`src/rtl/video_pkg.sv`:
```
// Shared constants and types for the CGA/Tandy ISA register block and its
// wait-state sequencer.
package video_pkg;

    localparam logic [3:0] OFS_CTRL   = 4'h8;
    localparam logic [3:0] OFS_COLOR  = 4'h9;
    localparam logic [3:0] OFS_STATUS = 4'hA;
    localparam logic [3:0] OFS_TDATA  = 4'hE;

    localparam logic [4:0] TIDX_BORDER   = 5'h02;
    localparam logic [4:0] TIDX_PAL_BASE = 5'h10;

    localparam logic [7:0] CTRL_RESET = 8'h29;

    typedef enum logic [1:0] {
        IDLE      = 2'd0,
        WAIT_SLOT = 2'd1,
        WAIT_END  = 2'd2,
        DONE      = 2'd3
    } wait_state_t;

endpackage

```
`src/rtl/video_isa_regs_if.sv`:
```
// ISA bus signal bundle seen by the video adapter; the host side is the master.
interface video_isa_regs_if;
    logic [14:0] bus_a;
    logic        bus_ior_l;
    logic        bus_iow_l;
    logic        bus_memr_l;
    logic        bus_memw_l;
    logic        bus_aen;
    logic        bus_mem_cs;
    logic [7:0]  bus_d;
    logic [7:0]  bus_out;
    logic        bus_dir;
    logic        bus_rdy;

    modport master (
        output bus_a, bus_ior_l, bus_iow_l, bus_memr_l, bus_memw_l,
        output bus_aen, bus_mem_cs, bus_d,
        input  bus_out, bus_dir, bus_rdy
    );

    modport slave (
        input  bus_a, bus_ior_l, bus_iow_l, bus_memr_l, bus_memw_l,
        input  bus_aen, bus_mem_cs, bus_d,
        output bus_out, bus_dir, bus_rdy
    );
endinterface

```
`src/rtl/video_bus_wait.sv`:
```
// Holds ISA ready low on framebuffer accesses until the sequencer has passed
// through its CPU access slot; shared with the MDA variant.
module video_bus_wait
    import video_pkg::*;
#(
    parameter int SEQ_WIDTH  = 5,
    parameter int WAIT_ENTER = 17,
    parameter int WAIT_EXIT  = 20
) (
    input  logic                 clk,
    input  logic                 reset,
    input  logic                 req,
    input  logic [SEQ_WIDTH-1:0] clk_seq,
    output logic                 bus_rdy
);

    wait_state_t state_q, state_d;
    logic        rdy_q, rdy_d;

    // Next-state and next-ready; a dropped request always returns to IDLE.
    always_comb begin
        state_d = state_q;
        rdy_d   = rdy_q;
        if (!req) begin
            state_d = IDLE;
            rdy_d   = 1'b1;
        end else begin
            case (state_q)
                IDLE: begin
                    state_d = WAIT_SLOT;
                    rdy_d   = 1'b0;
                end
                WAIT_SLOT: begin
                    if (clk_seq == SEQ_WIDTH'(WAIT_ENTER)) begin
                        state_d = WAIT_END;
                    end else begin
                        state_d = WAIT_SLOT;
                    end
                end
                WAIT_END: begin
                    if (clk_seq == SEQ_WIDTH'(WAIT_EXIT)) begin
                        state_d = DONE;
                        rdy_d   = 1'b1;
                    end else begin
                        state_d = WAIT_END;
                    end
                end
                DONE: begin
                    rdy_d = 1'b1;
                end
                default: begin
                    state_d = IDLE;
                    rdy_d   = 1'b1;
                end
            endcase
        end
    end

    // State and ready flops.
    always_ff @(posedge clk) begin
        if (reset) begin
            state_q <= IDLE;
            rdy_q   <= 1'b1;
        end else begin
            state_q <= state_d;
            rdy_q   <= rdy_d;
        end
    end

    assign bus_rdy = rdy_q;

endmodule

```
`src/rtl/video_isa_regs.sv`:
```
// ISA-side register file, strobe synchroniser, read mux and blink generator
// for CGA/Tandy-class video adapters.
module video_isa_regs
    import video_pkg::*;
#(
    parameter logic [15:0] IO_BASE_ADDR = 16'h3D0,
    parameter bit          USE_BUS_WAIT = 1'b1,
    parameter int          SEQ_WIDTH    = 5,
    parameter int          WAIT_ENTER   = 17,
    parameter int          WAIT_EXIT    = 20,
    parameter int          NUM_PAL      = 16,
    parameter int          PAL_WIDTH    = 4,
    parameter int          BLINK_WIDTH  = 24,
    parameter int          BLINK_MAX    = 0
) (
    input  logic                           clk,
    input  logic                           reset,
    video_isa_regs_if.slave                bus,
    input  logic [SEQ_WIDTH-1:0]           clk_seq,
    input  logic                           vsync_l,
    input  logic                           display_enable,
    input  logic [7:0]                     crtc_rdata,
    output logic                           crtc_cs,
    output logic                           crtc_wr,
    output logic                           crtc_rd,
    output logic [7:0]                     control_reg,
    output logic [7:0]                     color_reg,
    output logic [3:0]                     border_col,
    output logic [NUM_PAL*PAL_WIDTH-1:0]   pal_flat,
    output logic                           pal_set,
    output logic [3:0]                     pal_idx,
    output logic                           blink,
    input  logic                           blink_freeze
);

    logic ior_meta_q, ior_sync_q;
    logic iow_meta_q, iow_sync_q, iow_prev_q;
    logic memr_meta_q, memr_sync_q;
    logic memw_meta_q, memw_sync_q;

    logic [7:0]           ctrl_q, ctrl_d;
    logic [7:0]           color_q, color_d;
    logic [3:0]           border_q, border_d;
    logic [4:0]           tidx_q, tidx_d;
    logic [PAL_WIDTH-1:0] pal_q [NUM_PAL];
    logic [PAL_WIDTH-1:0] pal_d [NUM_PAL];
    logic                 pal_set_q, pal_set_d;
    logic [3:0]           pal_idx_q, pal_idx_d;
    logic [BLINK_WIDTH-1:0] blink_cnt_q, blink_cnt_d;
    logic                 blink_q, blink_d;

    logic       wp_s, hi_cs_s, status_cs_s, pal_hit_s, req_s;
    logic [7:0] rdata_s;

    // Two-flop strobe synchronisers; iow keeps one extra stage for edge detect.
    always_ff @(posedge clk) begin
        if (reset) begin
            ior_meta_q  <= 1'b1;
            ior_sync_q  <= 1'b1;
            iow_meta_q  <= 1'b1;
            iow_sync_q  <= 1'b1;
            iow_prev_q  <= 1'b1;
            memr_meta_q <= 1'b1;
            memr_sync_q <= 1'b1;
            memw_meta_q <= 1'b1;
            memw_sync_q <= 1'b1;
        end else begin
            ior_meta_q  <= bus.bus_ior_l;
            ior_sync_q  <= ior_meta_q;
            iow_meta_q  <= bus.bus_iow_l;
            iow_sync_q  <= iow_meta_q;
            iow_prev_q  <= iow_sync_q;
            memr_meta_q <= bus.bus_memr_l;
            memr_sync_q <= memr_meta_q;
            memw_meta_q <= bus.bus_memw_l;
            memw_sync_q <= memw_meta_q;
        end
    end

    // The register bank is base+8..base+F; the base is assumed 16-byte aligned.
    assign wp_s        = iow_prev_q & ~iow_sync_q;
    assign crtc_cs     = ~bus.bus_aen & (bus.bus_a[14:3] == IO_BASE_ADDR[14:3]);
    assign hi_cs_s     = ~bus.bus_aen & (bus.bus_a[14:4] == IO_BASE_ADDR[14:4]) & bus.bus_a[3];
    assign status_cs_s = hi_cs_s & (bus.bus_a[3:0] == OFS_STATUS);
    assign pal_hit_s   = ((tidx_q & 5'h10) == TIDX_PAL_BASE) && (int'(tidx_q[3:0]) < NUM_PAL);

    // Register write decode, one update per synchronised iow falling edge.
    always_comb begin
        ctrl_d    = ctrl_q;
        color_d   = color_q;
        border_d  = border_q;
        tidx_d    = tidx_q;
        pal_d     = pal_q;
        pal_set_d = 1'b0;
        pal_idx_d = pal_idx_q;
        if (wp_s && hi_cs_s) begin
            case (bus.bus_a[3:0])
                OFS_CTRL:   ctrl_d  = bus.bus_d;
                OFS_COLOR:  color_d = bus.bus_d;
                OFS_STATUS: tidx_d  = bus.bus_d[4:0];
                OFS_TDATA: begin
                    if (tidx_q == TIDX_BORDER) begin
                        border_d = bus.bus_d[3:0];
                    end else if (pal_hit_s) begin
                        for (int i = 0; i < NUM_PAL; i++) begin
                            if (tidx_q[3:0] == 4'(i)) begin
                                pal_d[i] = bus.bus_d[PAL_WIDTH-1:0];
                            end else begin
                                pal_d[i] = pal_q[i];
                            end
                        end
                        pal_set_d = 1'b1;
                        pal_idx_d = tidx_q[3:0];
                    end else begin
                        pal_set_d = 1'b0;
                    end
                end
                default: ctrl_d = ctrl_q;
            endcase
        end else begin
            pal_set_d = 1'b0;
        end
    end

    // Blink divider; freeze holds both the count and the output phase.
    always_comb begin
        blink_cnt_d = blink_cnt_q;
        blink_d     = blink_q;
        if (blink_freeze) begin
            blink_cnt_d = blink_cnt_q;
        end else if (blink_cnt_q == BLINK_WIDTH'(BLINK_MAX)) begin
            blink_cnt_d = '0;
            blink_d     = ~blink_q;
        end else begin
            blink_cnt_d = blink_cnt_q + BLINK_WIDTH'(1);
        end
    end

    // Register bank and blink state.
    always_ff @(posedge clk) begin
        if (reset) begin
            ctrl_q      <= CTRL_RESET;
            color_q     <= 8'h00;
            border_q    <= 4'h0;
            tidx_q      <= 5'h00;
            pal_set_q   <= 1'b0;
            pal_idx_q   <= 4'h0;
            blink_cnt_q <= '0;
            blink_q     <= 1'b0;
            for (int i = 0; i < NUM_PAL; i++) pal_q[i] <= '0;
        end else begin
            ctrl_q      <= ctrl_d;
            color_q     <= color_d;
            border_q    <= border_d;
            tidx_q      <= tidx_d;
            pal_set_q   <= pal_set_d;
            pal_idx_q   <= pal_idx_d;
            blink_cnt_q <= blink_cnt_d;
            blink_q     <= blink_d;
            pal_q       <= pal_d;
        end
    end

    // Palette flattening and read-data mux driven by the raw ior strobe.
    always_comb begin
        pal_flat = '0;
        for (int i = 0; i < NUM_PAL; i++) begin
            pal_flat[i*PAL_WIDTH +: PAL_WIDTH] = pal_q[i];
        end
        rdata_s = 8'h00;
        if (!bus.bus_ior_l && status_cs_s) begin
            rdata_s = {4'hF, vsync_l, 2'b10, ~display_enable};
        end else if (!bus.bus_ior_l && crtc_cs && bus.bus_a[0]) begin
            rdata_s = crtc_rdata;
        end else begin
            rdata_s = 8'h00;
        end
    end

    assign req_s = bus.bus_mem_cs & (~memr_sync_q | ~memw_sync_q);

    generate
        if (USE_BUS_WAIT) begin : gen_wait
            video_bus_wait #(
                .SEQ_WIDTH  (SEQ_WIDTH),
                .WAIT_ENTER (WAIT_ENTER),
                .WAIT_EXIT  (WAIT_EXIT)
            ) u_wait (
                .clk     (clk),
                .reset   (reset),
                .req     (req_s),
                .clk_seq (clk_seq),
                .bus_rdy (bus.bus_rdy)
            );
        end else begin : gen_no_wait
            assign bus.bus_rdy = 1'b1;
        end
    endgenerate

    assign bus.bus_out  = rdata_s;
    assign bus.bus_dir  = (crtc_cs | status_cs_s) & ~bus.bus_ior_l;
    assign crtc_wr      = ~iow_sync_q;
    assign crtc_rd      = ~ior_sync_q;
    assign control_reg  = ctrl_q;
    assign color_reg    = color_q;
    assign border_col   = border_q;
    assign pal_set      = pal_set_q;
    assign pal_idx      = pal_idx_q;
    assign blink        = blink_q;

endmodule

```
`src/flat_wrapper.sv`:
```
// flat-port wrapper written by rule: the top's interface ports become plain ports
module video_isa_regs_flat import video_pkg::*;
#(
    parameter logic [15:0] IO_BASE_ADDR = 16'h3D0,
    parameter bit          USE_BUS_WAIT = 1'b1,
    parameter int          SEQ_WIDTH    = 5,
    parameter int          WAIT_ENTER   = 17,
    parameter int          WAIT_EXIT    = 20,
    parameter int          NUM_PAL      = 16,
    parameter int          PAL_WIDTH    = 4,
    parameter int          BLINK_WIDTH  = 24,
    parameter int          BLINK_MAX    = 0
)
  (clk, reset, clk_seq, vsync_l, display_enable, crtc_rdata, crtc_cs, crtc_wr, crtc_rd, control_reg, color_reg, border_col, pal_flat, pal_set, pal_idx, blink, blink_freeze, bus_bus_a, bus_bus_ior_l, bus_bus_iow_l, bus_bus_memr_l, bus_bus_memw_l, bus_bus_aen, bus_bus_mem_cs, bus_bus_d, bus_bus_out, bus_bus_dir, bus_bus_rdy);
  video_isa_regs_if bus_i ();
  input  logic clk;
  input  logic reset;
  input  logic [SEQ_WIDTH-1:0] clk_seq;
  input  logic vsync_l;
  input  logic display_enable;
  input  logic [7:0] crtc_rdata;
  output logic crtc_cs;
  output logic crtc_wr;
  output logic crtc_rd;
  output logic [7:0] control_reg;
  output logic [7:0] color_reg;
  output logic [3:0] border_col;
  output logic [NUM_PAL*PAL_WIDTH-1:0] pal_flat;
  output logic pal_set;
  output logic [3:0] pal_idx;
  output logic blink;
  input  logic blink_freeze;
  input wire logic [$bits(bus_i.bus_a)-1:0] bus_bus_a;
  input wire logic [$bits(bus_i.bus_ior_l)-1:0] bus_bus_ior_l;
  input wire logic [$bits(bus_i.bus_iow_l)-1:0] bus_bus_iow_l;
  input wire logic [$bits(bus_i.bus_memr_l)-1:0] bus_bus_memr_l;
  input wire logic [$bits(bus_i.bus_memw_l)-1:0] bus_bus_memw_l;
  input wire logic [$bits(bus_i.bus_aen)-1:0] bus_bus_aen;
  input wire logic [$bits(bus_i.bus_mem_cs)-1:0] bus_bus_mem_cs;
  input wire logic [$bits(bus_i.bus_d)-1:0] bus_bus_d;
  output wire logic [$bits(bus_i.bus_out)-1:0] bus_bus_out;
  output wire logic [$bits(bus_i.bus_dir)-1:0] bus_bus_dir;
  output wire logic [$bits(bus_i.bus_rdy)-1:0] bus_bus_rdy;
  assign bus_i.bus_a = bus_bus_a;
  assign bus_i.bus_ior_l = bus_bus_ior_l;
  assign bus_i.bus_iow_l = bus_bus_iow_l;
  assign bus_i.bus_memr_l = bus_bus_memr_l;
  assign bus_i.bus_memw_l = bus_bus_memw_l;
  assign bus_i.bus_aen = bus_bus_aen;
  assign bus_i.bus_mem_cs = bus_bus_mem_cs;
  assign bus_i.bus_d = bus_bus_d;
  assign bus_bus_out = bus_i.bus_out;
  assign bus_bus_dir = bus_i.bus_dir;
  assign bus_bus_rdy = bus_i.bus_rdy;
  video_isa_regs #(.IO_BASE_ADDR(IO_BASE_ADDR), .USE_BUS_WAIT(USE_BUS_WAIT), .SEQ_WIDTH(SEQ_WIDTH), .WAIT_ENTER(WAIT_ENTER), .WAIT_EXIT(WAIT_EXIT), .NUM_PAL(NUM_PAL), .PAL_WIDTH(PAL_WIDTH), .BLINK_WIDTH(BLINK_WIDTH), .BLINK_MAX(BLINK_MAX)) u_core (.clk(clk), .reset(reset), .bus(bus_i), .clk_seq(clk_seq), .vsync_l(vsync_l), .display_enable(display_enable), .crtc_rdata(crtc_rdata), .crtc_cs(crtc_cs), .crtc_wr(crtc_wr), .crtc_rd(crtc_rd), .control_reg(control_reg), .color_reg(color_reg), .border_col(border_col), .pal_flat(pal_flat), .pal_set(pal_set), .pal_idx(pal_idx), .blink(blink), .blink_freeze(blink_freeze));
endmodule
```
`config.mk`:
```
export PLATFORM = sky130hd
export DESIGN_NAME = video_isa_regs_flat
export DESIGN_NICKNAME = d
export VERILOG_FILES = /design/src/rtl/video_pkg.sv /design/src/rtl/video_isa_regs_if.sv /design/src/rtl/video_bus_wait.sv /design/src/rtl/video_isa_regs.sv /design/src/flat_wrapper.sv
export SDC_FILE = /design/constraint.sdc
export NUM_CORES = 1
export LEC_CHECK = 0
export CAP_MARGIN = 20
export CORE_ASPECT_RATIO = 0.9
export CORE_MARGIN = 2
export CORE_UTILIZATION = 25
export CTS_CLUSTER_SIZE = 10
export DETAILED_ROUTE_END_ITERATION = 8
export DONT_BUFFER_PORTS = 1
export SYNTH_ARGS = -nofsm -noshare
export SYNTH_HDL_FRONTEND = slang
export SYNTH_SLANG_ARGS = --single-unit
```
`constraint.sdc`:
```
create_clock -name clk -period 2.3 [get_ports clk]
set_input_delay 0.46 -clock clk [delete_from_list [all_inputs] [get_ports clk]]
set_output_delay 0.46 -clock clk [all_outputs]
set_load 0.05 [all_outputs]
```
Yosys cells after proc, flatten, opt, wreduce, memory -nomap -nowiden

Cells that the tools add are included.

Memories: 0
Bits in latches: 0
Input port bits: 47
Memory bits (read-only): 0
RAM bits: 0
Bits in registers: 131
Output and inout port bits: 103

Reductions and logical operators: 35
$add $sub $neg: 1
$lt $le $gt $ge: 0
Multipliers: 0
Multiplexer cells: 9
Divide/modulo/power cells: 0
Equality and inequality tests: 28
Bitwise gates (word level): 22
Shift operators: 0

Operators by type and width:

| cell                                                  | number |
|---|---|
| AND reduction 5 bit                                   | 16 |
| equality test 4 bit (second input constant)           | 12 |
| adder 24 x 1 -> 24 bit (second input constant)        | 1 |
| zero test 24 bit                                      | 1 |
| two-way mux 24 bit                                    | 1 |
| equality test 4 x 3 -> 1 bit (second input constant)  | 4 |
| two-way mux 8 bit                                     | 2 |
| NOT 1 bit                                             | 13 |
| equality test 12 x 7 -> 1 bit (second input constant) | 1 |
| equality test 11 x 6 -> 1 bit (second input constant) | 1 |
| equality test 5 bit (second input constant)           | 2 |
| AND reduction 2 bit                                   | 5 |
| equality test 4 x 2 -> 1 bit (second input constant)  | 2 |
| AND 1 bit                                             | 7 |
| case mux 2 bit (3 select lines)                       | 1 |
| nonzero test 3 bit                                    | 2 |
| equality test 5 x 2 -> 1 bit (second input constant)  | 1 |
| equality test 2 bit (second input constant)           | 2 |
| equality test 4 x 1 -> 1 bit (second input constant)  | 1 |
| logical AND 1 bit                                     | 4 |
| zero test 4 bit                                       | 1 |
| AND reduction 4 bit                                   | 1 |
| OR reduction 4 bit                                    | 1 |
| two-way mux 1 bit                                     | 3 |
| 9 further kinds                                       | 10 |

Longest topological paths before layout

Word-level depth: 6
Depth in mapped cells: 7

Cells and area by module

A second synthesis with hierarchy kept.

Cell total of the unflattened synthesis: 703
Area total of the unflattened synthesis: 6034.5 µm²

Modules (own cells, without submodules):

| module         | area an instance (µm²) | seq. area each (µm²) | instances | cells an instance |
|---|---|---|---|---|
| video_isa_regs | 5781.8                 | 2562.5               | 1         | 675 |
| video_bus_wait | 252.7                  | 60.1                 | 1         | 28 |

Worst setup path after synthesis

Ideal clock, no wire load.

Path type: input to output
Start: in bus_bus_a[13]
End: out bus_bus_dir
Buffers on the path: 1
Arrival time: 2.744 ns
Stages: 4
Slack: -0.904 ns
Cell sequence: or4b_4 or3_4 clkbuf_1 nor3_1

Word-level cells in the longest chain between the ends: 6
Elaborated cells on any way between the ends: 8

RTL lines:

| item                          | line                  | text |
|---|---|---|
| start: declaration            | flat_wrapper.sv:33    | `input wire logic [$bits(bus_i.bus_a)-1:0] bus_bus_a;` |
| equality test 11 x 6 -> 1 bit | video_isa_regs.sv:83  | `assign hi_cs_s = ~bus.bus_aen & (bus.bus_a[14:4] == IO_BASE_ADDR[14:4]) & bus.bus_a[3];` |
| AND 1 bit (2 in series)       | video_isa_regs.sv:83  |  |
| AND 1 bit                     | video_isa_regs.sv:84  | `assign status_cs_s = hi_cs_s & (bus.bus_a[3:0] == OFS_STATUS);` |
| OR 1 bit (*)                  | video_isa_regs.sv:201 | `assign bus.bus_dir = (crtc_cs \| status_cs_s) & ~bus.bus_ior_l;` |
| AND 1 bit (*)                 | video_isa_regs.sv:201 |  |
| end: declaration              | flat_wrapper.sv:42    | `output wire logic [$bits(bus_i.bus_dir)-1:0] bus_bus_dir;` |

Mark *: on every way between the ends. The rest lies on a longest branch, timed or not.

Worst setup path after layout

Start: in bus_bus_a[13]
End: out bus_bus_out[1]

Word-level cells in the longest chain between the ends: 6
Elaborated cells on any way between the ends: 11

RTL lines:

| item                                                                                  | line                                         | text |
|---|---|---|
| equality test 11 x 6 -> 1 bit / equality test 12 x 7 -> 1 bit (equally long branches) | video_isa_regs.sv:83, video_isa_regs.sv:82   |  |
| AND 1 bit, on equally long branches                                                   | video_isa_regs.sv:83, video_isa_regs.sv:82   |  |
| AND 1 bit / logical AND 1 bit (equally long branches)                                 | video_isa_regs.sv:83, video_isa_regs.sv:173  |  |
| AND 1 bit / logical AND 1 bit (equally long branches)                                 | video_isa_regs.sv:84, video_isa_regs.sv:173  |  |
| logical AND 1 bit / two-way mux 8 bit (equally long branches)                         | video_isa_regs.sv:171, video_isa_regs.sv:173 |  |
| two-way mux 8 bit (*)                                                                 | video_isa_regs.sv:171                        | `if (!bus.bus_ior_l && status_cs_s) begin` |
| end: declaration                                                                      | flat_wrapper.sv:41                           | `output wire logic [$bits(bus_i.bus_out)-1:0] bus_bus_out;` |

Marked as above.

==> run metrics <==
dominant cell type by area after synthesis=dfxtp_1; Area contributors post-synth=dfxtp_1 45%, mux2i_1 8.5%, a21oi_1 4.8%; worst hold path depth=1; area share of the largest cell type after synthesis=45.33%; multi-input logic area=0.002995 mm2; full die area=0.02438 mm2; hold buffer count at cts=0; non-filler cells, final=956; initial antenna violation count=0; most frequent cells in the layout=131 x dfxtp_1, 65 x nand2_1, 56 x nand3_1, 56 x a21oi_1, 49 x mux2i_1; clk buf depth=2; crit path DAT=2.09 ns; Residual DRC=0; max incr delay on CP=0.52 ns; gr usage total=13.73%; Final Slew Violations=0; clk_lat worst skew=0.42 ns; clock sinks=131; H-tree levels=4; Tightest Hold Check Type=input port to flop; Final Skew=0.009083 ns; commonest non-fill, non-tap cell in the layout=dfxtp_1; IR drop worst, VDD=0.3238 mV; leakage=2.589 nW; failing checks=setup timing; max reg flops=64; CP max-delay cell=or4b_4; register clock-pin slew on the reported worst setup and hold paths=0.06 ns; placed cells=923; hpwl dp=11.60 mm; Buffers on Ports=0; DR vias/cell=4.965; Mapped Area=0.005786 mm2; yosys warns=0; Post-synth ARST share=0%; Ant. Diodes=0; Register-to-Register Path Depth=4; Antenna Nets Post-Route=0; max-cap violations=0; core area=0.02258 mm2; Cell Rows=52; Initial Utilization=25.63%; RSZ-0062 raised after global routing=yes; final WL=16.62 mm; Final min period=2.546 ns; FF-to-FF setup slack=0.35 ns; crit end category=primary output; Initial DRT Pass Iterations=5; Nets=700; relative slew slack=55.09%; WL/cell=17.38 um; routability cong.=0.7655; area grow syn2layout=20.03%; Seq cells post-synth=131; IO Pins=150; Fill cells=2343; WS Path Type=input port to primary output; CP Launch Type=input port; endpoints failing hold=0; pre-CTS setup slack=-0.3678 ns; layout cells sized above 1=15.33%; die height=148.3 um; vias in the first global route=4533; total power=5.321 mW; Yosys cell types=51; fin crit share=110.7%; CTS Buf Count=17; Vias=4747; Post-synth EDFFs=0; worst-margin pin slew=0.6646 ns; cell count after synthesis=642; mean cell area of the mapped netlist=9.012 um2; global-route wire length before repair=25.79 mm; Final WS setup=-0.2459 ns; syn_nets=695; Critical Path RT=1.84 ns; Storage cell area=0.002623 mm2; Congestion Overflow GR=0; sequential area share after synthesis=45.33%; Setup-failing EPs final=10; dominant synthesized flop cell=dfxtp_1; PwrDens=766.3 mW/mm2; initial drt markers=476; clk root buf=clkbuf_16; total negative slack=-2.068 ns; status=complete, but fails checks; largest net degree at the start of global routing=54; die width=164.4 um; crit-path cells=or4b_4, or3_4, nor4b_4, buf_6, and2_4; CP Max Fanout=8; Max Fclk=392.8 MHz; CTS tree=done
## final timing paths
| path | from | endpoint |
|---|---|---|
| min | reset | u_core.pal_flat[20]$_SDFFE_PP0P_ |
| min reg2reg | u_core.memr_meta_q$_SDFF_PP1_ | u_core.memr_sync_q$_SDFF_PP1_ |
| max reg2reg | u_core.blink_cnt_q[4]$_SDFFE_PP0N_ | u_core.blink_cnt_q[22]$_SDFFE_PP0N_ |
| max | bus_bus_a[13] | bus_bus_out[1] |
## metal layers
metal | GRT usage [%] | vias up | share of wire (%)
met5 | 0 | - | 0
met4 | 3.860 | 0 | 0.81
met3 | 5.800 | 10 | 9.5
met2 | 21.44 | 128 | 46
met1 | 17.28 | 2293 | 43
li1 | - | 2316 | -
## cells in the mapped netlist, types with 6 or more instances
cell type,n
a21oi_1,56
buf_2,6
clkbuf_1,36
dfxtp_1,131
ha_1,6
inv_1,13
mux2i_1,49
nand2_1,65
nand3_1,56
nand4_1,16
nor2_1,20
nor3_1,7
nor4_1,8
o21ai_0,36
o21ai_1,19
o31ai_1,7
or2_2,9
or3_1,6
or4_1,9
xnor2_1,6
## worst max-delay path, delay by kind of cell
family | cells | cell delay, ns
buffers and inverters | 1 | 0.18
and+or+nand+nor | 4 | 1.44
## stage by stage
| stage | utilization [%] | cell area [um2] | hold WS, ns |
|---|---|---|---|
| after floorplan | - | 5818 | 0.3895 |
| after global placement | 27.68 | 6248 | 0.3948 |
| after detailed placement | 27.68 | 6248 | 0.3928 |
| after CTS | 30.76 | 6944 | 0.08407 |
| after global routing | 30.76 | 6944 | 0.09325 |
| final | 30.76 | 6944 | 0.1281 |
## cell families (layout without fill, tap and decap cells)
logic type | Yosys count | in the layout | synth area share, %
compound gates | 130 | 130 | 12.20
buf+inv | 60 | 77 | 4.217
mux | 49 | 49 | 8.478
simple gates | 255 | 255 | 26.82
xor+xnor | 11 | 11 | 1.665
flops | 131 | 131 | 45.33
fa+ha+maj | 6 | 6 | 1.298
## what timing repair did
action	in CTS	in global routing
gates resized for setup	11	0
pin swaps	7	9
buffers inserted	2	0
endpoints found under the setup margin	10	10
## final cells by class
cell class | instances | area share [%]
clock buffers | 19 | 6.378
clock inverters | 12 | 2.577
inverters | 13 | 0.7027
multi-input cells | 451 | 43.14
flip-flops and latches | 131 | 37.77
well taps | 297 | 5.351
repair buffers | 33 | 4.090
## power by group
part           switching (mW)  internal [mW]
Sequential             0.0150           2.28
Combinational          0.0890         0.0411
Clock                    1.05           1.84
Total                    1.16           4.16
(Power assumes the default switching activity.)
